$ cat config.mk
export PLATFORM = sky130hd
export DESIGN_NAME = alu_rol_seq
export DESIGN_NICKNAME = d
export VERILOG_FILES = /design/src/rtl/alu_rol_seq_pkg.sv /design/src/rtl/alu_rol_seq_step.sv /design/src/rtl/alu_rol_seq.sv
export SDC_FILE = /design/constraint.sdc
export NUM_CORES = 1
export LEC_CHECK = 0
export ABC_CLOCK_PERIOD_IN_PS = 2600
export CAP_MARGIN = 20
export CELL_PAD_IN_SITES_DETAIL_PLACEMENT = 1
export CELL_PAD_IN_SITES_GLOBAL_PLACEMENT = 1
export CORE_ASPECT_RATIO = 0.6
export CORE_MARGIN = 2
export CORE_UTILIZATION = 35
export DETAILED_ROUTE_END_ITERATION = 6
export PLACE_DENSITY = 0.84
export SETUP_SLACK_MARGIN = 0.05
export SLEW_MARGIN = 25
export SYNTH_ARGS = -nofsm -noshare
export SYNTH_HDL_FRONTEND = slang
export SYNTH_HIERARCHICAL = 1
export SYNTH_SLANG_ARGS = --single-unit
$ cat constraint.sdc
create_clock -name clock -period 2.6 [get_ports clock]
set_clock_uncertainty 0.1 [all_clocks]
set_input_delay 0.52 -clock clock [delete_from_list [all_inputs] [get_ports clock]]
set_output_delay 0.52 -clock clock [all_outputs]
set_load 0.01 [all_outputs]
$ cat src/rtl/alu_rol_seq_pkg.sv
// Shared definitions for the sequential rotate-left unit: FSM states and datapath widths.
package alu_rol_seq_pkg;

  localparam int unsigned ALU_WIDTH    = 32;
  localparam int unsigned ROT_AMT_BITS = 5;

  typedef enum logic [1:0] {
    ROL_IDLE   = 2'd0,
    ROL_ROTATE = 2'd1,
    ROL_DONE   = 2'd2
  } rol_state_t;

endpackage

$ cat src/rtl/alu_rol_seq_step.sv
// Combinational rotate-left of x by k positions; k is at most STEP.
module alu_rol_step
  import alu_rol_seq_pkg::*;
#(
  parameter int unsigned STEP  = 1,
  parameter int unsigned WIDTH = ALU_WIDTH
) (
  input  logic [WIDTH-1:0]         x,
  input  logic [$clog2(STEP):0]    k,
  output logic [WIDTH-1:0]         y
);

  always_comb begin
    if (k == '0) y = x;
    else         y = (x << k) | (x >> (WIDTH - k));
  end

endmodule

$ cat src/rtl/alu_rol_seq.sv
// Multi-cycle rotate-left: rotates A by B[4:0], up to STEP positions per cycle,
// behind a start/busy/done handshake.
module alu_rol_seq
  import alu_rol_seq_pkg::*;
#(
  parameter int unsigned WIDTH = ALU_WIDTH,
  parameter int unsigned STEP  = 1
) (
  input  logic             clock,
  input  logic             clear,
  input  logic             start,
  input  logic [WIDTH-1:0] A,
  input  logic [WIDTH-1:0] B,
  output logic [WIDTH-1:0] R,
  output logic             busy,
  output logic             done
);

  localparam int unsigned KW = $clog2(STEP) + 1;
  localparam logic [ROT_AMT_BITS-1:0] STEP_AMT = ROT_AMT_BITS'(STEP);

  rol_state_t              state_q, state_d;
  logic [WIDTH-1:0]        acc_q, acc_d;
  logic [WIDTH-1:0]        r_q, r_d;
  logic [ROT_AMT_BITS-1:0] cnt_q, cnt_d;
  logic                    busy_q, busy_d;
  logic                    done_q, done_d;

  logic [ROT_AMT_BITS-1:0] m_amt;
  logic [ROT_AMT_BITS-1:0] k_amt;
  logic [ROT_AMT_BITS-1:0] cnt_rem;
  logic [KW-1:0]           k;
  logic [WIDTH-1:0]        acc_rot;
  logic                    unused_b_hi;

  assign m_amt       = B[ROT_AMT_BITS-1:0];
  assign unused_b_hi = ^B[WIDTH-1:ROT_AMT_BITS];
  assign k_amt       = (cnt_q >= STEP_AMT) ? STEP_AMT : cnt_q;
  assign k           = k_amt[KW-1:0];
  assign cnt_rem     = cnt_q - k_amt;

  alu_rol_step #(
    .STEP  (STEP),
    .WIDTH (WIDTH)
  ) u_step (
    .x (acc_q),
    .k (k),
    .y (acc_rot)
  );

  always_comb begin
    state_d = state_q;
    acc_d   = acc_q;
    r_d     = r_q;
    cnt_d   = cnt_q;
    busy_d  = busy_q;
    done_d  = 1'b0;
    case (state_q)
      ROL_IDLE: begin
        if (start) begin
          acc_d = A;
          cnt_d = m_amt;
          // A zero rotate completes on the accepting edge, so busy never rises.
          if (m_amt == '0) begin
            r_d     = A;
            done_d  = 1'b1;
            busy_d  = 1'b0;
            state_d = ROL_DONE;
          end else begin
            busy_d  = 1'b1;
            state_d = ROL_ROTATE;
          end
        end
      end
      ROL_ROTATE: begin
        acc_d = acc_rot;
        cnt_d = cnt_rem;
        if (cnt_rem == '0) begin
          r_d     = acc_rot;
          busy_d  = 1'b0;
          done_d  = 1'b1;
          state_d = ROL_DONE;
        end
      end
      ROL_DONE: begin
        state_d = ROL_IDLE;
      end
      default: begin
        state_d = ROL_IDLE;
      end
    endcase
  end

  always_ff @(posedge clock or posedge clear) begin
    if (clear) begin
      state_q <= ROL_IDLE;
      acc_q   <= '0;
      r_q     <= '0;
      cnt_q   <= '0;
      busy_q  <= 1'b0;
      done_q  <= 1'b0;
    end else begin
      state_q <= state_d;
      acc_q   <= acc_d;
      r_q     <= r_d;
      cnt_q   <= cnt_d;
      busy_q  <= busy_d;
      done_q  <= done_d;
    end
  end

  assign R    = r_q;
  assign busy = busy_q;
  assign done = done_q;

endmodule

==> results of run 1 <==
==> flip-flops by register name, summed over array words and instances (netlist names) <==
| signal | count |
|---|---|
| R | 32 |
| acc_q | 32 |
| busy | 1 |
| cnt_q | 5 |
| done | 1 |
| state_q | 2 |
==> power by group through the flow <==
stage               combinational (W)  sequential, W  clock, W
finish                        0.00327        0.00214   0.00122
global route                  0.00358        0.00223   0.00131
CTS                           0.00331        0.00215   0.00126
detailed placement            0.00329        0.00217         0
global placement              0.00313        0.00212         0
floorplan                     0.00206        0.00218         0
==> Yosys cell counts <==
cell       count  area share, %
or2_2          1           0.16
o32ai_1        1           0.22
mux2_4        37             14
dfrtp_1       73             47
nor4b_1        2           0.45
a32oi_1        1           0.22
nand2b_1       2           0.32
nor2b_1        3           0.48
nand3b_1       1           0.19
o22a_1         1           0.22
mux2_2        25            7.2
buf_4          4           0.77
o211ai_1       1           0.19
inv_1         26            2.5
nor4_1         2           0.32
o2bb2ai_2      1           0.39
a21oi_1        3           0.39
nand3_1        1           0.13
clkbuf_1       5           0.48
or2_1          1           0.16
a22oi_1        1           0.19
nor3b_1        1           0.19
o2bb2ai_1      1           0.22
nor2_1         4           0.39
o22ai_1        1           0.16
buf_6          2           0.58
buf_12         3            1.5
ha_1           2           0.64
nand2_1       27            2.6
a31oi_1        1           0.16
buf_2          6           0.77
mux2i_1       46             12
a211oi_2       1           0.32
o21ai_0       28            3.6
and2_1         1           0.16
o21ai_1        1           0.13
nor3_1         4           0.51
==> cell type report <==
class	count	area share [%]
tap	139	3.38
clock inverter	5	1.09
inverter	26	1.89
clock buffer	10	4.64
sequential	73	35.5
timing repair buffer	88	17.3
multi-input combinational	202	36.2
==> cells by family after synthesis <==
family / synth area share, %
flip-flops: 46.9
adder cells (fa/ha/maj): 0.642
buffers and inverters: 6.65
AO/OA/AOI/OAI: 6.42
multiplexers: 33.3
AND/OR/NAND/NOR: 6.07
==> final timing paths <==
path	endpoint	cells past startpoint
min reg2reg	acc_q[12]	2
max in group asynchronous	acc_q[26]	3
max	R[6]	8
min in group asynchronous	R[1]	3
max reg2reg	R[6]	8
min	acc_q[12]	2
==> per-layer routing <==
metal / wire length [um] / share of wire (%) / up-vias
met4: 105 / 1.2 / 0
met1: 4350 / 48 / 1330
li1: - / - / 1272
met5: 0 / 0 / -
met3: 384 / 4.2 / 8
met2: 4220 / 47 / 52
==> worst reg2reg max path: stages, from the launching register on <==
cell and delay, ps:
dfrtp_1 370, nor4_2 60, or2_2 290, ha_1 240, or2_1 260, a211oi_2 390, o2bb2ai_4 110, buf_12 180
mux2_4 310
==> timing repair <==
action,CTS,global route
endpoints found under the setup margin,0,26
resized for setup,0,2
buffers inserted,0,0
==> per-stage QoR <==
step	util [%]	cells	cell area, um^2	power, W	hold slack (ps)
finish	48.1	543	5150	0.00663	414
global route	48.1	543	5150	0.00712	437
CTS	48.0	543	5140	0.00672	417
detailed placement	45.2	528	4840	0.00545	404
global placement	45.2	528	4840	0.00524	381
floorplan	-	321	3900	0.00424	362
==> impl_results.md, run 1 <==
- Pwr/cell area: between 1000 and 1500 mW/mm^2
- Sink Count: 73
- Root Driver: clkbuf_16
- FMAX: 410 MHz
- Worst hold-check path type: flip-flop to flip-flop
- Post-route setup slack: 163 ps
- Startpoint Class: flip-flop
- Count of input and output buffers: 73
- Pre-Repair DR Iteration Count: 4
- Final worst-path cycle share: 93.7%
- Minimum clock period: around 2400 ps
- # rows: 29
- Register area: between 0.0015 and 0.002 mm^2
- TritonCTS clock tree: done
- CTS max path bufs: 2
- Final hold vios: 0
- Clock power frac: 18.3%
- # IOs: about 100
- Reported net switching power: 0.00227 W
- Slew headroom: 64.8%
- RSZ-0062 raised after global routing: no
- Pin count of the biggest net entering global routing: 74
- Post-Syn Area: 0.00389 mm^2
- CP Capture Type: flip-flop
- Min-delay src: acc_q[12]
- Seq pwr share: approximately 32%
- Die Wd: about 140 um
- Nets: 469
- HPWL Detailed: ~6.6 mm
- WL final: 9.06 mm
- Vias per inst: 4.90
- Cell breakdown of the critical path: nor4_2 > or2_2 > ha_1 > or2_1 > a211oi_2 > o2bb2ai_4 > buf_12 > mux2_4
- Mean area per synthesized cell: 12.1 um^2
- Layout cells sized above 1: 25.0%
- R2r setup slk: 160 ps
- P_int: 0.00436 W
- Wire per inst: 16.7 um
- Maxcap violations: 0
- Vias in the first global route: 2968
- Total CTS buffers: 9
- Via count: 2662
- YS warnings: 6
- Reg clk slew, reported paths: roughly 60 ps
- # fillers: 1106
- Core area: around 0.011 mm^2
- Worst-Margin Slew: 529 ps
- Post-synth cell types: 37
- Clk Latency, worst-skew pair: about 330 ps
- Crit path kind: flip-flop to flip-flop
- Reg-to-reg startpoint: cnt_q[3]
- Pre-CTS WS: 107 ps
- Max-slew violations: 0
- First-pass GRT wire length: 15.1 mm
- #FFs+latches synth: 73
- Residual DRC count: 0
- Area grow syn2layout: 32.3%
- Cts hold-fix bufs: 0
- Synth Instances: about 320
- Sequential element share of the synthesized area: a little under half
- Iter 0 DRT Violations: 93
- CP required: 2710 ps
- Crit-path max FO: 20
- Leakage: 2.33 nW
- GR Util met1: 21.3%
- CP startpoint: cnt_q[3]
- Most frequent cells in the layout: dfrtp_1, clkdlybuf4s50_1, mux2i_1
- Setup violators final: 0
- CTS H-Tree Depth: 3
- Total negative setup slack: 0 ps
- Inserted Diodes: 0
- GR peak layer: met2
- Critical Path Max Stage Delay: 390 ps
- Tot GR Track Use: 16.1%
- Logic gate share of total power: 49.3%
- Critical-path top delay cell: a211oi_2
- Area of the multi-input gates: 0.00186 mm^2
- GPL Wtd Cong: ~0.84
- Die Y: 85.7 um
- Syn nets: 390
- GR Layer Usage met2: 26.3%
- Switching part of the total: 34.2%
- Final antenna-violating net count: 0
- GR Overflow Total: 0
- Outcome: complete, no violations
- Met3 usage: 4.08%
- Initial Util: 36.4%
- Delay-heaviest family, CP: simple AND/OR/NAND/NOR gates
- Highest ir drop seen on vdd: 0.394 mV
- Initial antenna violation count: 0
- CP bufs+invs: 1
- Die area: 0.0120 mm^2
- Crit path DAT: 2550 ps
Power figures use the tool's default switching activity.
==> inputs of run 2 (changes only) <==
--- a/config.mk
+++ b/config.mk
@@ -12,6 +12,7 @@
 export CORE_ASPECT_RATIO = 0.6
 export CORE_MARGIN = 2
 export CORE_UTILIZATION = 35
+export CTS_CLUSTER_SIZE = 14
 export DETAILED_ROUTE_END_ITERATION = 6
 export PLACE_DENSITY = 0.84
 export SETUP_SLACK_MARGIN = 0.05
==> results of run 2 <==
Final layout, timing and power as in run 1 (identical DEF).
==> inputs of run 3 (changes only) <==
--- a/config.mk
+++ b/config.mk
@@ -10,7 +10,7 @@
 export CELL_PAD_IN_SITES_DETAIL_PLACEMENT = 1
 export CELL_PAD_IN_SITES_GLOBAL_PLACEMENT = 1
 export CORE_ASPECT_RATIO = 0.6
-export CORE_MARGIN = 2
+export CORE_MARGIN = 3
 export CORE_UTILIZATION = 35
 export CTS_CLUSTER_SIZE = 14
 export DETAILED_ROUTE_END_ITERATION = 6
==> run 3 against run 2 <==
Compared with the run above:
- sequential power up 2%
- critical endpoint is now R[1]
- setup slack lost 41 ps
- final area rose by 1.5%
- routed wire length up 6.7%
- via count increased by 1.4%
- die area rose by 3.8%
- clock power up 11%
- first-iteration DRC count shrank 18%
==> impl_results.md, run 3 (synthesized netlist as in run 1, its figures left out) <==
- Critical-path top delay cell: dfrtp_1
- Crit path depth: 7
- CP bufs+invs: 1
- Nets: between 400 and 500
- RSZ-0062 raised after global routing: no
- Crit path DAT: 2590 ps
- CP Capture Type: flip-flop
- Total CTS buffers: 9
- CTS H-Tree Depth: 3
- Slew headroom: approximately two thirds
- Final hold vios: 0
- Clk Latency, worst-skew pair: 330 ps
- Outcome: complete, no violations
- Iter 0 DRT Violations: 76
- WL final: 9.67 mm
- Highest ir drop seen on vdd: 0.480 mV
- Critical Path Max Stage Delay: between 400 and 500 ps
- First-pass GRT wire length: 15.7 mm
- Leakage: between 2 and 2.5 nW
- Vias in the first global route: roughly 3.0k
- Maxcap violations: 0
- Post-layout util: 48.8%
- Cts hold-fix bufs: 0
- Core area: 0.0107 mm^2
- Worst Reg-to-Reg Cells: 7
- Count of input and output buffers: 73
- Setup violators final: 0
- Vias per inst: 4.95
- Pre-Repair DR Iteration Count: 4
- # IOs: 101
- Pin count of the biggest net entering global routing: 32
- Final worst-path cycle share: 95.3%
- Reg clk slew, reported paths: 60 ps
- Crit-path max FO: 21
- Max-slew violations: 0
- FMAX: 404 MHz
- Via count: 2700
- Initial Util: between 30% and 40%
- GPL Wtd Cong: 0.789
- Most frequent cells in the layout: dfrtp_1, clkdlybuf4s50_1, mux2i_1
- Pwr/cell area: about 1300 mW/mm^2
- Cell breakdown of the critical path: or2_2 > ha_2 > or2_1 > a211oi_4 > o2bb2ai_4 > buf_12 > mux2_4
- Sink Count: 73
- Residual DRC count: 0
- # rows: 29
- Crit path kind: flip-flop to flip-flop
- Startpoint Class: flip-flop
- Die area: 0.0125 mm^2
- Area grow syn2layout: 34.2%
- Delay-heaviest family, CP: simple AND/OR/NAND/NOR gates
- Total negative setup slack: 0 ps
- Minimum clock period: 2480 ps
- Final antenna-violating net count: 0
- Worst hold-check path type: flip-flop to flip-flop
- Root Driver: clkbuf_16
- Die Wd: ~140 um
- Inserted Diodes: 0
- HPWL Detailed: between 6 and 7 mm
- Wire per inst: 17.7 um
- Initial antenna violation count: 0
- Worst hold stages: 1
- Die Y: 87.7 um
- CTS max path bufs: 2
- CP required: 2710 ps
- # fillers: between 1k and 1.5k
- GR Overflow Total: 0
- Worst-Margin Slew: about 520 ps
- TritonCTS clock tree: done
- Layout cells sized above 1: 26.0%
- Tot GR Track Use: 16.0%
-- run 3: report_power, final --
| part | internal, W | switching, W | leakage (nW) | total (W) |
|---|---|---|---|---|
| sequential | 0.00173 | 0.000456 | 0.870 | 0.00218 |
| combinational | 0.00190 | 0.00143 | 1.34 | 0.00333 |
| clock | 0.000889 | 0.000468 | 0.162 | 0.00136 |
-- run 3: final timing paths --
check | from | to | slack, ps
min in group asynchronous | clear | R[28] | 440
worst max register to register | cnt_q[0] | R[1] | 120
max in group asynchronous | clear | R[16] | 1360
worst min-delay path | R[8] | R[8] | 400
worst max-delay path | cnt_q[0] | R[1] | 120
worst min register to register | R[8] | R[8] | 400
-- run 3: timing repair --
action                                  in CTS  in global routing
endpoints found under the setup margin       3                 19
buffers inserted                             0                  1
hold endpoints to repair                     0                  0
resized for setup                            1                  7
pin swaps                                    0                  1
-- run 3: layout make-up --
type	instances	area (um^2)	share of cell area, %
tap	139	174	3.33
clock inverter	5	77.6	1.48
timing repair buffer	90	896	17.1
multi-input combinational	202	1900	36.4
clock buffer	11	253	4.83
inverter	26	98.8	1.89
sequential	73	1830	34.9
-- run 3: routing by layer --
metal  track usage (%)  part of all wire (%)  vias to the layer above
li1                  -                     -                     1275
met1              21.1                    47                     1352
met2              26.6                    48                       62
met3              4.58                   4.2                       11
met4              3.40                  0.90                        0
met5                 0                     0                        -
-- run 3: through the flow --
step	hold slack (ps)	setup WS (ps)	power [W]	cell area, um^2	instances
6_report	404	122	0.00687	5230	546
5_1_grt	426	28.5	0.00735	5230	546
2_1_floorplan	362	90.5	0.00424	3900	321
3_3_place_gp	381	173	0.00524	4840	529
3_5_place_dp	401	54.4	0.00546	4840	529
4_1_cts	414	56.9	0.00686	5170	545
